<file path="src/rtl/iter_factorial_core.sv">
// Iterative factorial responder: accepts n over a ready/valid channel and
// returns n! truncated to WIDTH bits, one multiply per cycle. The result is
// held under backpressure until it is consumed.
module iter_factorial_core #(
  parameter int WIDTH = 8
) (
  input  logic             clk,
  input  logic             rst,
  input  logic [WIDTH-1:0] n_data,
  input  logic             n_vld,
  output logic             n_rdy,
  output logic [WIDTH-1:0] result_data,
  output logic             result_vld,
  input  logic             result_rdy,
  output logic             busy
);

  typedef enum logic [1:0] {
    IDLE = 2'd0,
    BUSY = 2'd1,
    DONE = 2'd2
  } state_t;

  localparam logic [WIDTH-1:0] ONE = {{(WIDTH-1){1'b0}}, 1'b1};

  state_t             state_q, state_d;
  logic [WIDTH-1:0]   acc_q, acc_d;
  logic [WIDTH-1:0]   cnt_q, cnt_d;
  logic [2*WIDTH-1:0] prod;
  logic               in_xfer;
  logic               out_xfer;
  logic               last_step;

  // Full-width product; only the low half is kept (wraps mod 2^WIDTH).
  assign prod      = {{WIDTH{1'b0}}, acc_q} * {{WIDTH{1'b0}}, cnt_q};
  assign in_xfer   = n_vld && (state_q == IDLE);
  assign out_xfer  = result_rdy && (state_q == DONE);
  // cnt of 0 or 1 contributes nothing further to the product.
  assign last_step = (cnt_q <= ONE);

  // State, accumulator and counter registers; reset wins over everything.
  always_ff @(posedge clk) begin
    if (rst) begin
      state_q <= IDLE;
      acc_q   <= '0;
      cnt_q   <= '0;
    end else begin
      state_q <= state_d;
      acc_q   <= acc_d;
      cnt_q   <= cnt_d;
    end
  end

  // Next-state logic for the request lifecycle.
  always_comb begin
    state_d = state_q;
    case (state_q)
      IDLE:    if (in_xfer)   state_d = BUSY;
      BUSY:    if (last_step) state_d = DONE;
      DONE:    if (out_xfer)  state_d = IDLE;
      default: state_d = IDLE;
    endcase
  end

  // Datapath: load on accept, multiply-and-decrement while busy, else hold.
  always_comb begin
    acc_d = acc_q;
    cnt_d = cnt_q;
    case (state_q)
      IDLE: begin
        if (in_xfer) begin
          acc_d = ONE;
          cnt_d = n_data;
        end
      end
      BUSY: begin
        if (!last_step) begin
          acc_d = prod[WIDTH-1:0];
          cnt_d = cnt_q - ONE;
        end
      end
      default: ;
    endcase
  end

  // Output decode; rst gates n_rdy so nothing is accepted during reset.
  always_comb begin
    n_rdy       = (state_q == IDLE) && !rst;
    result_vld  = (state_q == DONE);
    result_data = acc_q;
    busy        = (state_q != IDLE);
  end

endmodule
</file>
<file path="config.mk">
export PLATFORM = sky130hd
export DESIGN_NAME = iter_factorial_core
export DESIGN_NICKNAME = d
export VERILOG_FILES = /design/src/rtl/iter_factorial_core.sv
export SDC_FILE = /design/constraint.sdc
export NUM_CORES = 1
export LEC_CHECK = 0
export CAP_MARGIN = 20
export CORE_MARGIN = 2
export CORE_UTILIZATION = 56
export CTS_CLUSTER_DIAMETER = 80
export CTS_CLUSTER_SIZE = 40
export DETAILED_ROUTE_END_ITERATION = 10
export PLACE_DENSITY = 0.79
export SKIP_CTS_REPAIR_TIMING = 1
export SYNTH_ARGS = -nofsm -noshare
export SYNTH_HDL_FRONTEND = slang
export SYNTH_SLANG_ARGS = --single-unit
export TNS_END_PERCENT = 1
</file>
<file path="constraint.sdc">
create_clock -name clk -period 6 [get_ports clk]
set_clock_uncertainty 0.15 [all_clocks]
set_input_delay 1.2 -clock clk [delete_from_list [all_inputs] [get_ports clk]]
set_output_delay 1.2 -clock clk [all_outputs]
set_load 0.02 [all_outputs]
</file>
## Yosys cells after proc, flatten, opt, wreduce, memory -nomap -nowiden

Index checks and enable logic that the tools add are counted.

| operators by class | value |
|---|---|
| $add $sub $neg | 1 |
| multiply operators | 1 |
| order comparisons | 1 |
| equality and inequality tests | 6 |
| muxes and demuxes | 10 |
| reduce and logical (&&, ||, !) cells | 9 |

Operators by type and width:

| cell | number |
|---|---|
| 8-bit 2-to-1 mux | 4 |
| 8-bit one-hot mux with 2 select lines | 2 |
| 8-bit by 1-bit <= comparator with 1-bit output (second input constant) | 1 |
| 8-bit by 8-bit multiplier with 8-bit output | 1 |
| 8-bit by 1-bit subtractor with 8-bit output (second input constant) | 1 |
| 2-bit 2-to-1 mux | 3 |
| 2-bit != test (second input constant) | 3 |
| 2-bit one-hot mux with 3 select lines | 1 |
| 3-bit AND reduction | 2 |
| 2-bit nonzero test | 2 |
| 1-bit logical AND | 3 |
| 2-bit by 1-bit == test with 1-bit output (second input constant) | 1 |
| 2-bit == test (second input constant) | 1 |
| 2-bit zero test | 1 |
| 2-bit by 1-bit != test with 1-bit output (second input constant) | 1 |
| 1-bit zero test | 1 |

| word-level totals | value |
|---|---|
| register bits | 18 |
| bits of input ports | 12 |
| output and inout port bits | 11 |
| logic and storage cells | 31 |

## Logic depth before layout (Yosys ltp)

Gate-level depths: netlist of run 1.

| depth | value |
|---|---|
| word-level depth | 4 |
| mapped depth | 16 |
| depth with buffers taken out | 15 |

## Worst setup path after synthesis of run 1

OpenSTA, ideal clock, no wires.

| timing | value |
|---|---|
| path kind | reg2reg |
| start | register cnt_q[4] |
| end | register acc_q[7] (netlist: result_data[7]) |
| library setup time | 0.127 ns |
| arrival time | 3.975 ns |
| data required time | 5.723 ns |
| slack | 1.747 ns |
| stages on the path, launching flop included | 16 |
| clock period less this slack | 4.253 ns |
| cell sequence | dfxtp_1 -> clkbuf_1 -> nand2_1 -> fa_1 -> fa_1 -> inv_1 -> fa_1 -> inv_1 -> fa_1 -> inv_1 -> ha_1 -> a21oi_1 -> xnor3_1 -> xnor3_1 -> a22oi_1 -> nor2_1 |

| between the ends | value |
|---|---|
| word-level cells in the longest chain between the ends | 3 |
| elaborated cells between the ends (all ways) | 6 |

Ends and longest elaborated chain:

| what | line | RTL |
|---|---|---|
| from (decl) | 28 | `logic [WIDTH-1:0] cnt_q, cnt_d;` |
| from (signal assigned) | 50 | `cnt_q <= cnt_d;` |
| 8-bit by 8-bit multiplier with 8-bit output or 8-bit by 1-bit <= comparator with 1-bit output (tied branches) | 35, 39 |  |
| 8-bit 2-to-1 mux or 2-bit != test (tied branches) | -- |  |
| 8-bit one-hot mux with 2 select lines or 3-bit AND reduction (tied branches) | -- |  |
| to (signal assigned) | 45 | `acc_q <= '0;` |
| to (signal assigned) | 49 | `acc_q <= acc_d;` |
| to (decl) | 27 | `logic [WIDTH-1:0] acc_q, acc_d;` |

Several ways; a longest one is shown, not always the timed one. The select of a mux whose other input is x is not followed.
A chain may end at the register's enable or synchronous reset.

## Worst setup path after layout of run 1

Same ends and word-level chain as after synthesis.

==> reports/metrics.csv, run 1 <==
metric,value,unit
insertion_delay,0.30,ns
period_needed,4.36,ns
grtUsageMet1,29.1,%
layout_setup_ws,1.64,ns
drt-vias-per-instance,5.14,
critPathMaxFanout,12,
detailedPlace.worstSlack,1.65,ns
worst_ep_required_time,6.03,ns
synthesis.instances,219,
synthDistinctLibCells,31,
worstSetupPathType,reg -> reg,
areaGrowthSynthToFinish,13.5,%
layout_common_cells,"sky130_fd_sc_hd__inv_1 (27), sky130_fd_sc_hd__nand2_1 (26), sky130_fd_sc_hd__nor2_1 (25)",
avgSynthCellArea,8.10,sq um
tritoncts,done,
finalSetupViolations,0,
power.leakage,0.000926,uW
critical_path.startpoint_type,register,
chipWidth,60.3,um
hold_viol_final,0,
vdd_drop_max,163,uV
placement.io_buffers,22,
core_area,0.00303,sq mm
nNetsFinal,277,
total_clock_buffers_created_by_cts,3,
netlist.area_leader.share,20.3,%
top_level_ports,23,
wl_per_cell,12.6,um
global_route_met2_utilization,37.3,%
postRouteAntennaNets,0,
hold_slack,0.397,ns
layout_commonest_cell,sky130_fd_sc_hd__inv_1,
global_route.usage.total,21.9,%
min_path_type,reg -> reg,
postSynth.topFlopCell,sky130_fd_sc_hd__dfxtp_1,
wirelength,3.50,mm
antenna_found_initial,0,
report.final.slew_viol_count,0,
synth_area_leader_cell,sky130_fd_sc_hd__dfxtp_1,
drtPass1Iterations,4,
synth_fp_nets,261,
nFillCells,269,
final_min_period_over_clock_period,72.6,%
kind_of_capture_point_of_the_worst_setup_path,register,
mappedNetlistArea,0.00177,sq mm
tightest_slew,0.926,ns
floorplan.die_area,0.00363,sq mm
route.detailed.drc,0,
global_route_wire_length_before_repair,5.91,mm
detailedRoute.firstIterationViolations,56,
globalRoute.totalOverflow,0,
antenna_cells,0,
grt_setup_unrepaired,no,
maxClockFrequency,0.230,GHz
slew-limit-headroom,37.9,%
finalSetupTns,0,ns
clkSinkCount,18,
cellPowerDensity,206,mW/mm^2
place.gp.congestion,0.843,
critical_path_arrival,4.39,ns
start_util,58.6,%
dpl.hpwl,2.63,mm
maxCapViolCount,0,
yosysWarningCount,0,
grt_util_met3,2.60,%
clk_path_buf_depth,2,
number_of_synthesized_register_bits,18,
cts_max_level,1,
clk_pin_slew,0.12,ns
fraction_of_layout_cells_with_a_size_suffix_above_1,2.58,%
postSynth.asyncResetShare,0,%
top_usage_layer,met2,
fp-row-count,20,
synth-edff-count,0,
maximum_number_of_pins_on_one_net_before_global_route_repair,24,
grt_pass1_vias,1300,
status,"finished, final reports clean",
ys_top_cells_by_area,"sky130_fd_sc_hd__dfxtp_1 (20%), sky130_fd_sc_hd__fa_1 (14%), sky130_fd_sc_hd__ha_1 (13%)",
route.vias.total,1425,
final_cells,277,
ys_seq_area_share,20.3,%
root_buffer,sky130_fd_sc_hd__clkbuf_4,
number_of_cells_after_detailed_placement,274,
floorplan.die.height,60.3,um
==> cells in the mapped netlist (2+ instances only) <==
library cell	number
sky130_fd_sc_hd__buf_2	2
sky130_fd_sc_hd__a22oi_1	10
sky130_fd_sc_hd__xnor2_1	9
sky130_fd_sc_hd__a21o_1	2
sky130_fd_sc_hd__clkbuf_1	7
sky130_fd_sc_hd__nor2_1	25
sky130_fd_sc_hd__o21ai_0	8
sky130_fd_sc_hd__and2_1	16
sky130_fd_sc_hd__nand2b_1	2
sky130_fd_sc_hd__ha_1	18
sky130_fd_sc_hd__buf_6	2
sky130_fd_sc_hd__a21oi_1	11
sky130_fd_sc_hd__inv_1	27
sky130_fd_sc_hd__fa_1	12
sky130_fd_sc_hd__a211oi_1	3
sky130_fd_sc_hd__or4_1	2
sky130_fd_sc_hd__nor4_1	2
sky130_fd_sc_hd__xnor3_1	2
sky130_fd_sc_hd__nand2_1	26
sky130_fd_sc_hd__nor3_1	3
sky130_fd_sc_hd__xor2_1	3
sky130_fd_sc_hd__dfxtp_1	18
==> sequential cells by signal (all words and copies together), names as in the netlist <==
name and count:
cnt_q 8, result_data 8, state_q 2
==> report_power, final <==
| part | total [uW] | internal, uW | switching (uW) |
|---|---|---|---|
| Combinational | 177 | 76.7 | 100 |
| Clock | 65.0 | 23.4 | 41.6 |
| Sequential | 173 | 136 | 36.7 |
| Total | 415 | 236 | 179 |
==> stage by stage <==
| stage | power [uW] | util [%] | area (sq um) |
|---|---|---|---|
| floorplan | 310 | - | 1770 |
| finish | 415 | 66.4 | 2010 |
| global route | 453 | 66.4 | 2010 |
| detailed placement | 354 | 65.7 | 1990 |
| CTS | 420 | 66.4 | 2010 |
| global placement | 351 | 65.7 | 1990 |
==> metal layers <==
layer / wire, um / share of wire (%)
met2: 1660 / 47
met4: 35 / 1.0
met5: 0 / 0
met3: 138 / 3.9
met1: 1670 / 48
==> path summary, 6_finish.rpt <==
path	startpoint	end	slack, ns	depth (start not counted)
setup reg to reg	cnt_q[4]$_SDFFE_PP0P_	result_data[7]$_SDFFE_PP0P_	1.64	14
hold reg to reg	cnt_q[7]$_SDFFE_PP0P_	cnt_q[7]$_SDFFE_PP0P_	0.40	2
hold / removal	cnt_q[7]$_SDFFE_PP0P_	cnt_q[7]$_SDFFE_PP0P_	0.40	2
setup / recovery	cnt_q[4]$_SDFFE_PP0P_	result_data[7]$_SDFFE_PP0P_	1.64	14
==> worst max-delay path, cell delays in order, from the launching register on <==
cell                      delay (ns)
sky130_fd_sc_hd__dfxtp_1        0.54
sky130_fd_sc_hd__nand2_1        0.13
sky130_fd_sc_hd__fa_1           0.47
sky130_fd_sc_hd__fa_1           0.55
sky130_fd_sc_hd__inv_1          0.05
sky130_fd_sc_hd__fa_1           0.47
sky130_fd_sc_hd__inv_1          0.05
sky130_fd_sc_hd__fa_1           0.52
sky130_fd_sc_hd__inv_1          0.04
sky130_fd_sc_hd__ha_1           0.30
sky130_fd_sc_hd__a21oi_1        0.16
sky130_fd_sc_hd__xnor3_1        0.23
sky130_fd_sc_hd__xnor3_1        0.36
sky130_fd_sc_hd__a22oi_1        0.14
sky130_fd_sc_hd__nor2_1         0.05
==> logic make-up (layout without fill, tap and decap cells) <==
logic type | after synthesis | count (layout) | synth area share [%]
flip-flops | 18 | 18 | 20.3
AND/OR/NAND/NOR | 82 | 82 | 22.9
XOR/XNOR | 14 | 14 | 8.47
AO/OA/AOI/OAI | 37 | 37 | 13.1
adder cells (fa/ha/maj) | 30 | 30 | 26.3
buffers and inverters | 38 | 52 | 9.03
==> final cells by class <==
| class | count | area (sq um) | share of cell area (%) |
|---|---|---|---|
| Inverter | 27 | 101 | 5.04 |
| Timing Repair Buffer | 22 | 220 | 10.9 |
| Multi-Input combinational cell | 163 | 1250 | 62.3 |
| Tap cell | 44 | 55.1 | 2.74 |
| Clock buffer | 3 | 22.5 | 1.12 |
| Sequential cell | 18 | 360 | 17.9 |
No activity file was read; power rests on OpenSTA's default activity.
==> inputs of run 2 (changes only) <==
- CORE_UTILIZATION: 56 -> 50
- PLACE_DENSITY: 0.79 -> 0.74
- clock period: 6 -> 3.7 ns (I/O delays scaled with it)
==> run 2 against run 1 <==
Worst hold slack got worse by 0.011 ns. Sequential power increased by 47%. Setup slack got worse by 1.6 ns. Maximum frequency increased by 18%. Utilization increased by 1.5 points. Clock-buffer cell count increased by 1. Combinational power increased by 110%. Die area increased by 11%. Clock power increased by 89%. Power increased by 81%. Flip-flop and latch count unchanged. Largest power group unchanged.
==> reports/metrics.csv, run 2 (synthesis results as in run 1) <==
metric,value,unit,change
wl_per_cell,13.5,um,+6.6%
floorplan.die.height,63.5,um,+5.4%
maxClockFrequency,0.271,GHz,+18%
root_buffer,sky130_fd_sc_hd__clkbuf_4,,
status,"finished, final reports clean",,
global_route.usage.total,20.7,%,-1.2 points
top_level_ports,23,,unchanged
drtPass1Iterations,4,,unchanged
hold-path-endpoint,cnt_q[7]$_SDFFE_PP0P_,,
place.gp.congestion,0.910,,+7.9%
clk_pin_slew,0.12,ns,about the same
ff2ff_setup_slack,0.004,ns,-1.64 ns
route.vias.total,1580,,+11%
global_route_wire_length_before_repair,6.64,mm,+12%
worst_ep_required_time,3.73,ns,-2.30 ns
number_of_cells_after_detailed_placement,295,,+7.7%
finalSetupTns,0,ns,unchanged
dpl.hpwl,3.14,mm,+19%
routed-wl-met3,141,um,+2.2%
tritoncts,done,,
wl_met1,2.02,mm,+21%
met2RoutedLength,1.85,mm,+12%
layout_common_cells,"sky130_fd_sc_hd__nor2_1 (25), sky130_fd_sc_hd__nand2_1 (23), sky130_fd_sc_hd__inv_1 (22), sky130_fd_sc_hd__clkdlybuf4s50_1 (22), sky130_fd_sc_hd__buf_4 (21)",,
final_cells,301,,+8.7%
hold_viol_final,0,,unchanged
total_clock_buffers_created_by_cts,3,,unchanged
slew-limit-headroom,51.5,%,+14 points
tightest_slew,0.727,ns,-0.199 ns
r2r_worst_path_depth,14,,unchanged
clkSinkCount,18,,unchanged
floorplan.die_area,0.00404,sq mm,+11%
top_layer_used,met4,,
final_util,68.0,%,+1.5 points
maximum_number_of_pins_on_one_net_before_global_route_repair,24,,unchanged
holdPathStages,2,,unchanged
globalRoute.totalOverflow,0,,unchanged
critPathMaxFanout,7,,-5
cts_max_level,1,,unchanged
vdd_drop_max,297,uV,+82%
cellPowerDensity,328,mW/mm^2,+59%
grt_setup_unrepaired,yes,,
finalSetupViolations,0,,unchanged
nNetsFinal,298,,+7.6%
detailedRoute.firstIterationViolations,44,,-21%
critical_path.reg2reg.endpoint,result_data[7]$_SDFFE_PP0P_,,
final_min_period_over_clock_period,99.9,%,+27 points
antenna_cells,0,,unchanged
totalPowerFinal,750,uW,+81%
maxCapViolCount,0,,unchanged
route.detailed.drc,0,,unchanged
fp-row-count,21,,+5.0%
regArea,382,sq um,+5.9%
timing.rr.start,cnt_q[2]$_SDFFE_PP0P_,,
wirelength,4.06,mm,+16%
insertion_delay,0.30,ns,about the same
core_area,0.00336,sq mm,+11%
report.final.slew_viol_count,0,,unchanged
power.leakage,0.00106,uW,+15%
fraction_of_layout_cells_with_a_size_suffix_above_1,20.8,%,+18 points
worstSetupPathType,reg -> reg,,
nFillCells,322,,+20%
areaGrowthSynthToFinish,28.9,%,
chipWidth,63.5,um,+5.4%
critical_path_arrival,3.73,ns,-0.66 ns
postRouteAntennaNets,0,,unchanged
grt_pass1_vias,1467,,+13%
min_path_type,reg -> reg,,
start_util,52.7,%,-5.8 points
clk_path_buf_depth,2,,unchanged
layout_commonest_cell,sky130_fd_sc_hd__nor2_1,,
critical_path.startpoint_type,register,,
antenna_found_initial,0,,unchanged
hold_path_origin,cnt_q[7]$_SDFFE_PP0P_,,
period_needed,3.70,ns,-0.661 ns
kind_of_capture_point_of_the_worst_setup_path,register,,
placement.io_buffers,22,,unchanged
drt-vias-per-instance,5.25,,+2.0%
multi_input_area,0.00133,sq mm,+6.3%
run 2: changes by cell type in the layout (fill, tap and decap cells not counted), moves of 4 or more:
cell / delta
sky130_fd_sc_hd__ha_1: -4
sky130_fd_sc_hd__inv_2: +5
sky130_fd_sc_hd__buf_4: +21
sky130_fd_sc_hd__dfxtp_4: +5
sky130_fd_sc_hd__inv_1: -5
sky130_fd_sc_hd__dfxtp_1: -7
run 2: how the worst max path moves through the flow:
stage	startpoint	endpoint	slack, ns	cells after the start
floorplan	cnt_q[2]$_SDFFE_PP0P_	result_data[7]$_SDFFE_PP0P_	0.009	15
finish	cnt_q[2]$_SDFFE_PP0P_	result_data[7]$_SDFFE_PP0P_	0.004	14
detailed placement	cnt_q[3]$_SDFFE_PP0P_	result_data[7]$_SDFFE_PP0P_	-0.08	15
global route	cnt_q[2]$_SDFFE_PP0P_	result_data[7]$_SDFFE_PP0P_	-0.11	14
global placement	cnt_q[3]$_SDFFE_PP0P_	result_data[7]$_SDFFE_PP0P_	-0.02	15
CTS	cnt_q[3]$_SDFFE_PP0P_	result_data[7]$_SDFFE_PP0P_	-0.12	15
run 2: through the flow:
stage	hold slack (ns)	setup WS [ns]	instance area [sq um]
detailed placement	0.372	-0.0789	2180
global route	0.453	-0.105	2290
finish	0.386	0.00390	2290
global placement	0.368	-0.0159	2180
floorplan	0.327	0.00906	1840
CTS	0.395	-0.122	2220
run 2: cell type report:
type / instances / area share (%)
clock buffer: 4 / 1.59
inverter: 27 / 4.43
multi-input combinational: 163 / 58.2
sequential: 18 / 16.7
tap: 46 / 2.52
timing repair buffer: 43 / 16.5
run 2: per-layer routing:
| layer | vias to the layer above | track usage [%] |
|---|---|---|
| li1 | 790 | - |
| met1 | 747 | 31.0 |
| met2 | 39 | 32.1 |
| met3 | 4 | 2.32 |
| met4 | 0 | 4.08 |
| met5 | - | 0 |
run 2: report_power, final:
part / internal, uW / switching [uW] / total [uW]
Combinational: 164 / 209 / 374
Clock: 59.9 / 62.9 / 123
Sequential: 223 / 30.9 / 254
run 2: critical path: stages, from the launching register on:
cell and delay (ns):
sky130_fd_sc_hd__dfxtp_4 0.38, sky130_fd_sc_hd__and2_1 0.14, sky130_fd_sc_hd__ha_1 0.21, sky130_fd_sc_hd__fa_1 0.44
sky130_fd_sc_hd__ha_1 0.31, sky130_fd_sc_hd__inv_1 0.07, sky130_fd_sc_hd__fa_1 0.55, sky130_fd_sc_hd__inv_2 0.05
sky130_fd_sc_hd__fa_2 0.37, sky130_fd_sc_hd__a21o_1 0.17, sky130_fd_sc_hd__a21oi_2 0.13, sky130_fd_sc_hd__xnor3_1 0.23
sky130_fd_sc_hd__xnor3_1 0.18, sky130_fd_sc_hd__a22oi_1 0.15, sky130_fd_sc_hd__nor2_1 0.06
==> inputs of run 3 (changes only) <==
- CAP_MARGIN: 20 -> 10
- PLACE_DENSITY: 0.74 -> 0.88
==> run 3 against run 2 <==
The run now ends with negative setup slack left. Utilization is 1.3 points lower. Clock-buffer cell count stayed put. Wire length is 3.3% higher. Power rose by 0.21%. Via count is 0.25% higher. Setup slack worse by 0.012 ns. Largest cell class unchanged.
==> reports/metrics.csv, run 3 (synthesis results as in run 1) <==
metric,value,unit,change
status,"complete, but fails checks",,
violations,negative setup slack,,
nFillCells,294,,-8.7%
placement.io_buffers,22,,unchanged
critical_path_arrival,3.76,ns,+0.03 ns
maxCapViolCount,0,,unchanged
swShare,41.2,%,+0.79 points
finalSetupViolations,1,,+1
worst_path_max_delay_cell,sky130_fd_sc_hd__fa_1,,
clock_power_share,17.3,%,+0.9 points
maxClockFrequency,0.270,GHz,-0.33%
number_of_cells_after_detailed_placement,291,,-1.4%
clkSinkCount,18,,unchanged
p_comb_share,48.4,%,-1.4 points
top_level_ports,23,,unchanged
clk_pin_slew,0.12,ns,about the same
report.final.slew_viol_count,0,,unchanged
worstSetupPathType,reg -> reg,,
cp_slowest_stage_delay,0.49,ns,-0.06 ns
tritoncts,done,,
hold_viol_final,0,,unchanged
power.leakage,0.00102,uW,-3.9%
core_area,0.00336,sq mm,unchanged
fraction_of_layout_cells_with_a_size_suffix_above_1,18.1,%,-2.7 points
cellInternalPower,442,uW,-1.1%
areaGrowthSynthToFinish,26.4,%,
detailedRoute.firstIterationViolations,60,,+36%
cts_max_level,1,,unchanged
final_util,66.6,%,-1.3 points
drt-vias-per-instance,5.37,,+2.3%
drtPass1Iterations,5,,+1
totalPowerFinal,752,uW,+0.21%
globalRoute.totalOverflow,0,,unchanged
antenna_found_initial,0,,unchanged
layout_common_cells,"sky130_fd_sc_hd__nor2_1 (25), sky130_fd_sc_hd__nand2_1 (24), sky130_fd_sc_hd__inv_1 (23)",,
route.vias.total,1584,,+0.25%
kind_of_capture_point_of_the_worst_setup_path,register,,
postRouteAntennaNets,0,,unchanged
power.share.sequential,34.3,%,+0.4 points
wirelength,4.19,mm,+3.3%
vdd_drop_max,315,uV,+6.1%
finalSetupTns,-0.00851,ns,-0.00851 ns
floorplan.die_area,0.00404,sq mm,unchanged
cellPowerDensity,336,mW/mm^2,+2.2%
place.gp.congestion,0.912,,+0.21%
root_buffer,sky130_fd_sc_hd__clkbuf_4,,
grt_setup_unrepaired,yes,,
global_route.usage.total,21.6,%,+0.92 points
chipWidth,63.5,um,unchanged
slew-limit-headroom,51.8,%,+0.31 points
dpl.hpwl,3.28,mm,+4.5%
antenna_cells,0,,unchanged
global_route_wire_length_before_repair,6.81,mm,+2.6%
crit_chain,and2_1 > ha_1 > fa_1 > ha_1 > inv_1 > fa_1 > inv_2 > fa_2 > a21o_1 > a21oi_2 > xnor3_1 > xnor3_1 > a22oi_2 > nor2_1,,
floorplan.die.height,63.5,um,unchanged
worst_ep_required_time,3.75,ns,+0.02 ns
wl_per_cell,14.2,um,+5.4%
route.detailed.drc,0,,unchanged
fp-row-count,21,,unchanged
final_cells,295,,-2.0%
tightest_slew,0.723,ns,-0.00467 ns
period_needed,3.71,ns,+0.0124 ns
grt_pass1_vias,1503,,+2.5%
final_min_period_over_clock_period,100,%,+0.34 points
crit_family,adder cells,,
layout_setup_ws,-0.00851,ns,-0.0124 ns
start_util,52.7,%,unchanged
switching_power,310,uW,+2.2%
critical_path.n_buffers_inverters,2,,unchanged
clk_path_buf_depth,2,,unchanged
maximum_number_of_pins_on_one_net_before_global_route_repair,24,,unchanged
layout_commonest_cell,sky130_fd_sc_hd__nor2_1,,
nNetsFinal,292,,-2.0%
critical_path.startpoint_type,register,,
critPathMaxFanout,6,,-1
total_clock_buffers_created_by_cts,3,,unchanged
min_path_type,reg -> reg,,
insertion_delay,0.31,ns,about the same
-- run 3: path summary, 6_finish.rpt --
check / from / end / slack (ns) / cells after the start
hold / removal: cnt_q[7]$_SDFFE_PP0P_ / cnt_q[7]$_SDFFE_PP0P_ / 0.40 / 2
setup / recovery: result_data[1]$_SDFFE_PP0P_ / result_data[7]$_SDFFE_PP0P_ / -0.009 / 14
setup reg to reg: result_data[1]$_SDFFE_PP0P_ / result_data[7]$_SDFFE_PP0P_ / -0.009 / 14
hold reg to reg: cnt_q[7]$_SDFFE_PP0P_ / cnt_q[7]$_SDFFE_PP0P_ / 0.40 / 2
-- run 3: final cells by class --
class	instances	area, sq um	share of cell area, %
repair buffers	37	333	14.9
flip-flops and latches	18	387	17.3
multi-input cells	163	1330	59.2
inverters	27	101	4.52
clock buffers	4	36.3	1.62
well taps	46	57.6	2.57
-- run 3: metrics by stage --
stage,hold slack [ns],area [sq um],setup slack (ns)
floorplan,0.327,1840,0.00906
global placement,0.372,2150,-0.0290
detailed placement,0.377,2150,-0.0937
CTS,0.396,2190,-0.127
global route,0.473,2240,-0.126
finish,0.398,2240,-0.00851
-- run 3: routing by layer --
layer / wire [um] / part of all wire, % / up-vias / GRT usage, %
met5: 0 / 0 / - / 0
met2: 2120 / 51 / 43 / 38.2
li1: - / - / 774 / -
met1: 1820 / 44 / 760 / 27.0
met3: 192 / 4.6 / 7 / 3.21
met4: 50 / 1.2 / 0 / 6.52
-- run 3: power by group through the flow --
| stage | Combinational [uW] | Sequential, uW | Clock, uW |
|---|---|---|---|
| after floorplan | 267 | 250 | 0 |
| after global placement | 347 | 259 | 0 |
| after detailed placement | 354 | 260 | 0 |
| after CTS | 357 | 256 | 130 |
| after global routing | 402 | 263 | 137 |
| final | 364 | 258 | 130 |
-- run 3: worst reg2reg max path, cell delays in order, from the launching register on --
cell and delay [ns]:
sky130_fd_sc_hd__dfxtp_4 0.38, sky130_fd_sc_hd__and2_1 0.17, sky130_fd_sc_hd__ha_1 0.21, sky130_fd_sc_hd__fa_1 0.45, sky130_fd_sc_hd__ha_1 0.29, sky130_fd_sc_hd__inv_1 0.04, sky130_fd_sc_hd__fa_1 0.49, sky130_fd_sc_hd__inv_2 0.05
sky130_fd_sc_hd__fa_2 0.39, sky130_fd_sc_hd__a21o_1 0.20, sky130_fd_sc_hd__a21oi_2 0.14, sky130_fd_sc_hd__xnor3_1 0.22, sky130_fd_sc_hd__xnor3_1 0.20, sky130_fd_sc_hd__a22oi_2 0.16, sky130_fd_sc_hd__nor2_1 0.07
